`config.mk`:
```
export PLATFORM = sky130hd
export DESIGN_NAME = pulse_record_reader
export DESIGN_NICKNAME = d
export VERILOG_FILES = /design/src/rtl/pulse_record_reader_pkg.sv /design/src/rtl/pulse_record_reader_fifo.sv /design/src/rtl/pulse_record_reader.sv
export SDC_FILE = /design/constraint.sdc
export NUM_CORES = 1
export LEC_CHECK = 0
export BUFFER_PORTS_ARGS = -buffer_cell sky130_fd_sc_hd__buf_4
export CORE_ASPECT_RATIO = 0.5
export CORE_MARGIN = 1
export CORE_UTILIZATION = 55
export DETAILED_ROUTE_END_ITERATION = 10
export PLACE_DENSITY = 0.69
export SLEW_MARGIN = 0
export SYNTH_ARGS = -nofsm -noshare
export SYNTH_HDL_FRONTEND = slang
export SYNTH_HIERARCHICAL = 1
export SYNTH_SLANG_ARGS = --single-unit
```
`constraint.sdc`:
```
create_clock -name clk -period 8.75 [get_ports clk]
set_input_delay 0 -clock clk [delete_from_list [all_inputs] [get_ports clk]]
set_output_delay 0 -clock clk [all_outputs]
set_load 0.05 [all_outputs]
```
`src/rtl/pulse_record_reader_pkg.sv`:
```
// Shared pulse record layout and frame constants.
// Used by the pulse processor and the record reader.
package pulse_record_reader_pkg;

  localparam int REC_W = 64;

  localparam int MAX_MSB = 63;
  localparam int MAX_LSB = 56;
  localparam int CNT_MSB = 55;
  localparam int CNT_LSB = 32;
  localparam int INT_MSB = 31;
  localparam int INT_LSB = 0;

  localparam logic [7:0] SYNC_DEFAULT = 8'hA5;

  localparam logic [3:0] LAST_IDX = 4'd8;

  typedef enum logic {
    IDLE,
    SEND
  } ser_state_e;

  function automatic logic [7:0] rec_byte(
    input logic [REC_W-1:0] rec,
    input logic [2:0]       sel
  );
    return rec[{sel, 3'b000} +: 8];
  endfunction

endpackage

```
`src/rtl/pulse_record_reader_fifo.sv`:
```
// First-word-fall-through record FIFO.
// Pointers and level reset; storage does not.
module record_fifo
  import pulse_record_reader_pkg::*;
#(
  parameter int DEPTH = 8
) (
  input  logic                     clk,
  input  logic                     rst_n,
  input  logic                     push,
  input  logic                     pop,
  input  logic [REC_W-1:0]         wdata,
  output logic [REC_W-1:0]         rdata,
  output logic [$clog2(DEPTH):0]   level
);

  localparam int AW = $clog2(DEPTH);

  logic [REC_W-1:0] mem [DEPTH];
  logic [AW-1:0]    wr_ptr;
  logic [AW-1:0]    rd_ptr;

  always_ff @(posedge clk) begin
    if (push) mem[wr_ptr] <= wdata;
  end

  always_ff @(posedge clk or negedge rst_n) begin
    if (!rst_n) begin
      wr_ptr <= '0;
      rd_ptr <= '0;
      level  <= '0;
    end else begin
      if (push) wr_ptr <= wr_ptr + AW'(1);
      if (pop)  rd_ptr <= rd_ptr + AW'(1);
      unique case ({push, pop})
        2'b10:   level <= level + (AW+1)'(1);
        2'b01:   level <= level - (AW+1)'(1);
        default: level <= level;
      endcase
    end
  end

  assign rdata = mem[rd_ptr];

endmodule

```
`src/rtl/pulse_record_reader.sv`:
```
// Buffers pulse records and streams them as
// SYNC-prefixed 9-byte frames, LSB first.
module pulse_record_reader
  import pulse_record_reader_pkg::*;
#(
  parameter int         DEPTH = 8,
  parameter logic [7:0] SYNC  = SYNC_DEFAULT
) (
  input  logic                   clk,
  input  logic                   rst_n,
  input  logic [REC_W-1:0]       count,
  input  logic                   ready,
  output logic                   halt,
  output logic [7:0]             tx_data,
  output logic                   tx_valid,
  input  logic                   tx_ack,
  output logic [$clog2(DEPTH):0] level,
  output logic [15:0]            dropped
);

  localparam int LW = $clog2(DEPTH) + 1;
  localparam logic [LW-1:0] FULL_LVL = LW'(DEPTH);
  localparam logic [LW-1:0] HALT_LVL = LW'(DEPTH - 1);

  ser_state_e       state, state_nx;
  logic [3:0]       idx, idx_nx;
  logic [REC_W-1:0] head;
  logic             hs, pop, free, push, drop;

  assign hs   = tx_valid & tx_ack;
  assign pop  = hs & (idx == LAST_IDX);
  assign free = (level < FULL_LVL) | pop;
  assign push = ready & free;
  assign drop = ready & ~free;

  // A push into a full FIFO only lands when the head
  // is popped on the same edge, so the head is never
  // overwritten mid-frame.
  record_fifo #(
    .DEPTH(DEPTH)
  ) u_fifo (
    .clk   (clk),
    .rst_n (rst_n),
    .push  (push),
    .pop   (pop),
    .wdata (count),
    .rdata (head),
    .level (level)
  );

  always_ff @(posedge clk or negedge rst_n) begin
    if (!rst_n) begin
      halt    <= 1'b0;
      dropped <= '0;
    end else begin
      halt <= (level >= HALT_LVL);
      if (drop && dropped != 16'hFFFF)
        dropped <= dropped + 16'd1;
    end
  end

  always_ff @(posedge clk or negedge rst_n) begin
    if (!rst_n) begin
      state <= IDLE;
      idx   <= '0;
    end else begin
      state <= state_nx;
      idx   <= idx_nx;
    end
  end

  always_comb begin
    state_nx = state;
    idx_nx   = idx;
    unique case (state)
      IDLE: begin
        if (level != '0) begin
          state_nx = SEND;
          idx_nx   = '0;
        end
      end
      SEND: begin
        if (tx_ack) begin
          if (idx == LAST_IDX) begin
            state_nx = IDLE;
            idx_nx   = '0;
          end else begin
            idx_nx = idx + 4'd1;
          end
        end
      end
      default: begin
        state_nx = IDLE;
        idx_nx   = '0;
      end
    endcase
  end

  always_comb begin
    tx_valid = (state == SEND);
    tx_data  = 8'h00;
    unique case (1'b1)
      (state == SEND) && (idx == '0):
        tx_data = SYNC;
      (state == SEND) && (idx != '0):
        tx_data = rec_byte(head, 3'(idx - 4'd1));
      default:
        tx_data = 8'h00;
    endcase
  end

endmodule
```
==> flow_summary.toml <==
[final_layout]
nets = 1205
final_common_cell = "edfxtp_1"
area.growth.synth_to_final_pct = 15.9
n_antenna_cell = 0
final_cell_mix = "edfxtp_1 (512), mux4_2 (144), buf_4 (114)"
final_layout_size_suffix_gt1_share_pct = 35.0
fillCellCount = 2458

[synth]
synth-simple-area-share_pct = 1.65
async_reset_ff_share_pct = 5.88
synthAdderAreaFrac_pct = 0.467
synth-seq-cells = 544
synth_compound_area_share_pct = 1.11
synth.yosys.seq_area_share_pct = 75.5
syn_nets = 1017
ys.flop_type = "edfxtp_1"
synth_xor_area_share_pct = 0.981
synth_area_mm2 = 0.0214
synth.distinct_cells = 39
synthMuxAreaShare_pct = 18.9
syn_area_per_cell_um2 = 22.8
synth_edf_count = 512
postSynthCellCount = 941
synth_top_family_by_area = "multiplexers"
ys_warn_count = 6

[timing]
hold_slack_ns = 0.213
finalMaxSlewViolations = 0
clock_skew_ns = 0.0178
fin_crit_ns = 4.70
fmax_mhz = 213
tightest_slew_ns = 1.14
hold_viol = 0
finalSetupViolations = 0
final.setup.tns_ns = 0
finalCritPeriodShare_pct = 53.7
slew-limit-headroom_pct = 24.2
rsz0062_at_grt = "no"

[drt]
drt_iter0_markers = 876
ant_nets = 0
post_drt_wl_per_cell_um = 25.5
via_per_inst = 6.03
vias = 10200
drt-total-wl_um = 43000
first_pass_iters = 5
drc = 0

[place]
place_congestion = 0.787
hpwl_um = 24700
portBuffers = 97

[outcome]
status = "completed"

[pwr]
max-vdd-ir-drop_uv = 198
power_density_mw_per_mm2 = 315
leakagePower_nw = 8.07
power_mw = 7.83

[clock_tree]
clkSinkCount = 544
cts.clk_slew.worst_paths_ns = 0.07
cts_buffers = 46
cts_buffer_depth = 3
cts_tree = "built"
insertion_delay_ns = 0.56
cts_root_buf = "clkbuf_16"
htreeDepth = 2

[critical_path]
arrival_ns = 4.70
crit_fanout = 53
critPathCaptureType = "output port"
crit_type = "flip-flop to output port"
critPathLaunchType = "flip-flop"
worstPathRequired_ns = 8.75

[grt]
antenna_found_initial = 0
grt_max_degree = 65
grt_pass1_vias = 10400
grt_pass1_wl_um = 64900
gr-usage-all-layers_pct = 22.3
gr-total-overflow = 0

[floorplan]
ioPinCount = 98
start_util_pct = 56.6
die_w_um = 281
std_cell_rows = 50
die_height_um = 142
core-area_mm2 = 0.0378
dieArea_mm2 = 0.0398

[run]
maxCapViolCount = 0

[min_path]
min-delay-path-class = "input pin to flip-flop"
[logic make-up (layout without fill, tap and decap cells)]
family	count (synthesis)	in the layout
flops	544	544
simple gates	64	64
xor+xnor	24	24
fa+ha+maj	8	8
mux	216	216
buf+inv	48	274
compound gates	37	37
[timing repair]
item / CTS / global route
hold buffers: 69 / 0
setup buffers: 0 / 0
hold endpoints to repair: 564 / 0
resized for setup: 0 / 0
[critical path, stage by stage, from the launching register on]
cell,delay [ns]
dfrtp_4,0.80
buf_4,0.60
buf_4,0.76
mux4_2,0.42
mux2_2,0.30
mux4_2,0.48
o21ai_0,0.17
a21boi_0,0.24
buf_4,0.24
[where the power goes]
part | total [mW] | switching (mW) | internal (mW) | leakage [nW]
registers | 3.41 | 0.181 | 3.23 | 5.04
logic | 2.48 | 1.37 | 1.11 | 2.33
clock network | 1.95 | 0.894 | 1.06 | 0.695
total | 7.83 | 2.44 | 5.39 | 8.07
[layout make-up]
type                            count  area, µm²  share of cell area (%)
Sequential cell                   544      16200                    65.2
Timing Repair Buffer              183       1560                    6.27
Multi-Input combinational cell    349       5010                    20.2
Tap cell                          520        651                    2.62
Inverter                            5       18.8                  0.0756
Clock inverter                     28        150                   0.605
Clock buffer                       58       1270                    5.11
[flip-flops by register name, indices dropped and copies added (netlist names)]
name / count
dropped: 16
halt: 1
idx: 4
tx_valid: 1
u_fifo/level: 4
u_fifo/mem: 512
u_fifo/rd_ptr: 3
u_fifo/wr_ptr: 3
[per-layer routing]
layer	track usage [%]	up-vias	routed length (µm)
li1	-	4338	-
met1	35.1	5449	20000
met2	33.9	334	20000
met3	3.54	45	2510
met4	4.00	0	489
met5	0	-	0
[cells in the mapped netlist, types with 2 or more instances]
cell type | instances | area [µm²]
buf_6 | 13 | 146
edfxtp_1 | 512 | 15400
nand2b_1 | 3 | 18.8
a21oi_1 | 4 | 20.0
o21ai_0 | 12 | 60.1
nand2_1 | 17 | 63.8
nor2b_1 | 4 | 25.0
xor2_1 | 7 | 61.3
mux2i_1 | 4 | 40.0
mux4_2 | 144 | 3240
inv_1 | 5 | 18.8
clkbuf_1 | 11 | 41.3
mux2_2 | 68 | 766
buf_2 | 7 | 35.0
a22o_1 | 2 | 17.5
nor2_1 | 11 | 41.3
o22ai_1 | 8 | 50.1
buf_1 | 10 | 37.5
nand4_1 | 10 | 62.6
dfrtp_1 | 32 | 801
a21boi_0 | 5 | 37.5
nor3_1 | 2 | 10.0
ha_1 | 8 | 100
xnor2_1 | 17 | 149
nand3_1 | 3 | 15.0
o32ai_1 | 2 | 17.5
and3b_1 | 2 | 17.5
and3_1 | 3 | 18.8
and3_2 | 4 | 30.0
buf_4 | 2 | 15.0
[final timing paths]
check,startpoint,endpoint,slack (ns),cells past startpoint
worst min register to register,u_fifo/rd_ptr[2],u_fifo/rd_ptr[2],0.51,1
worst min-delay path,count[54],u_fifo/mem[0][54],0.21,2
worst max-delay path,u_fifo/rd_ptr[1],tx_data[3],4.05,8
max in group asynchronous,rst_n,u_fifo/rd_ptr[0],8.08,4
min in group asynchronous,rst_n,dropped[4],0.47,4
worst max register to register,idx[0],u_fifo/mem[5][45],4.10,9
[metrics by stage]
step | setup WS (ns) | instances | util, % | instance area (µm²)
6_report | 4.05 | 1687 | 65.6 | 24800
5_1_grt | 3.78 | 1687 | 65.6 | 24800
4_1_cts | 3.99 | 1687 | 65.6 | 24800
3_5_place_dp | 4.09 | 1532 | 60.0 | 22700
3_3_place_gp | 4.23 | 1532 | 60.0 | 22700
2_1_floorplan | 1.93 | 941 | - | 21400
Power figures use the tool's default switching activity.
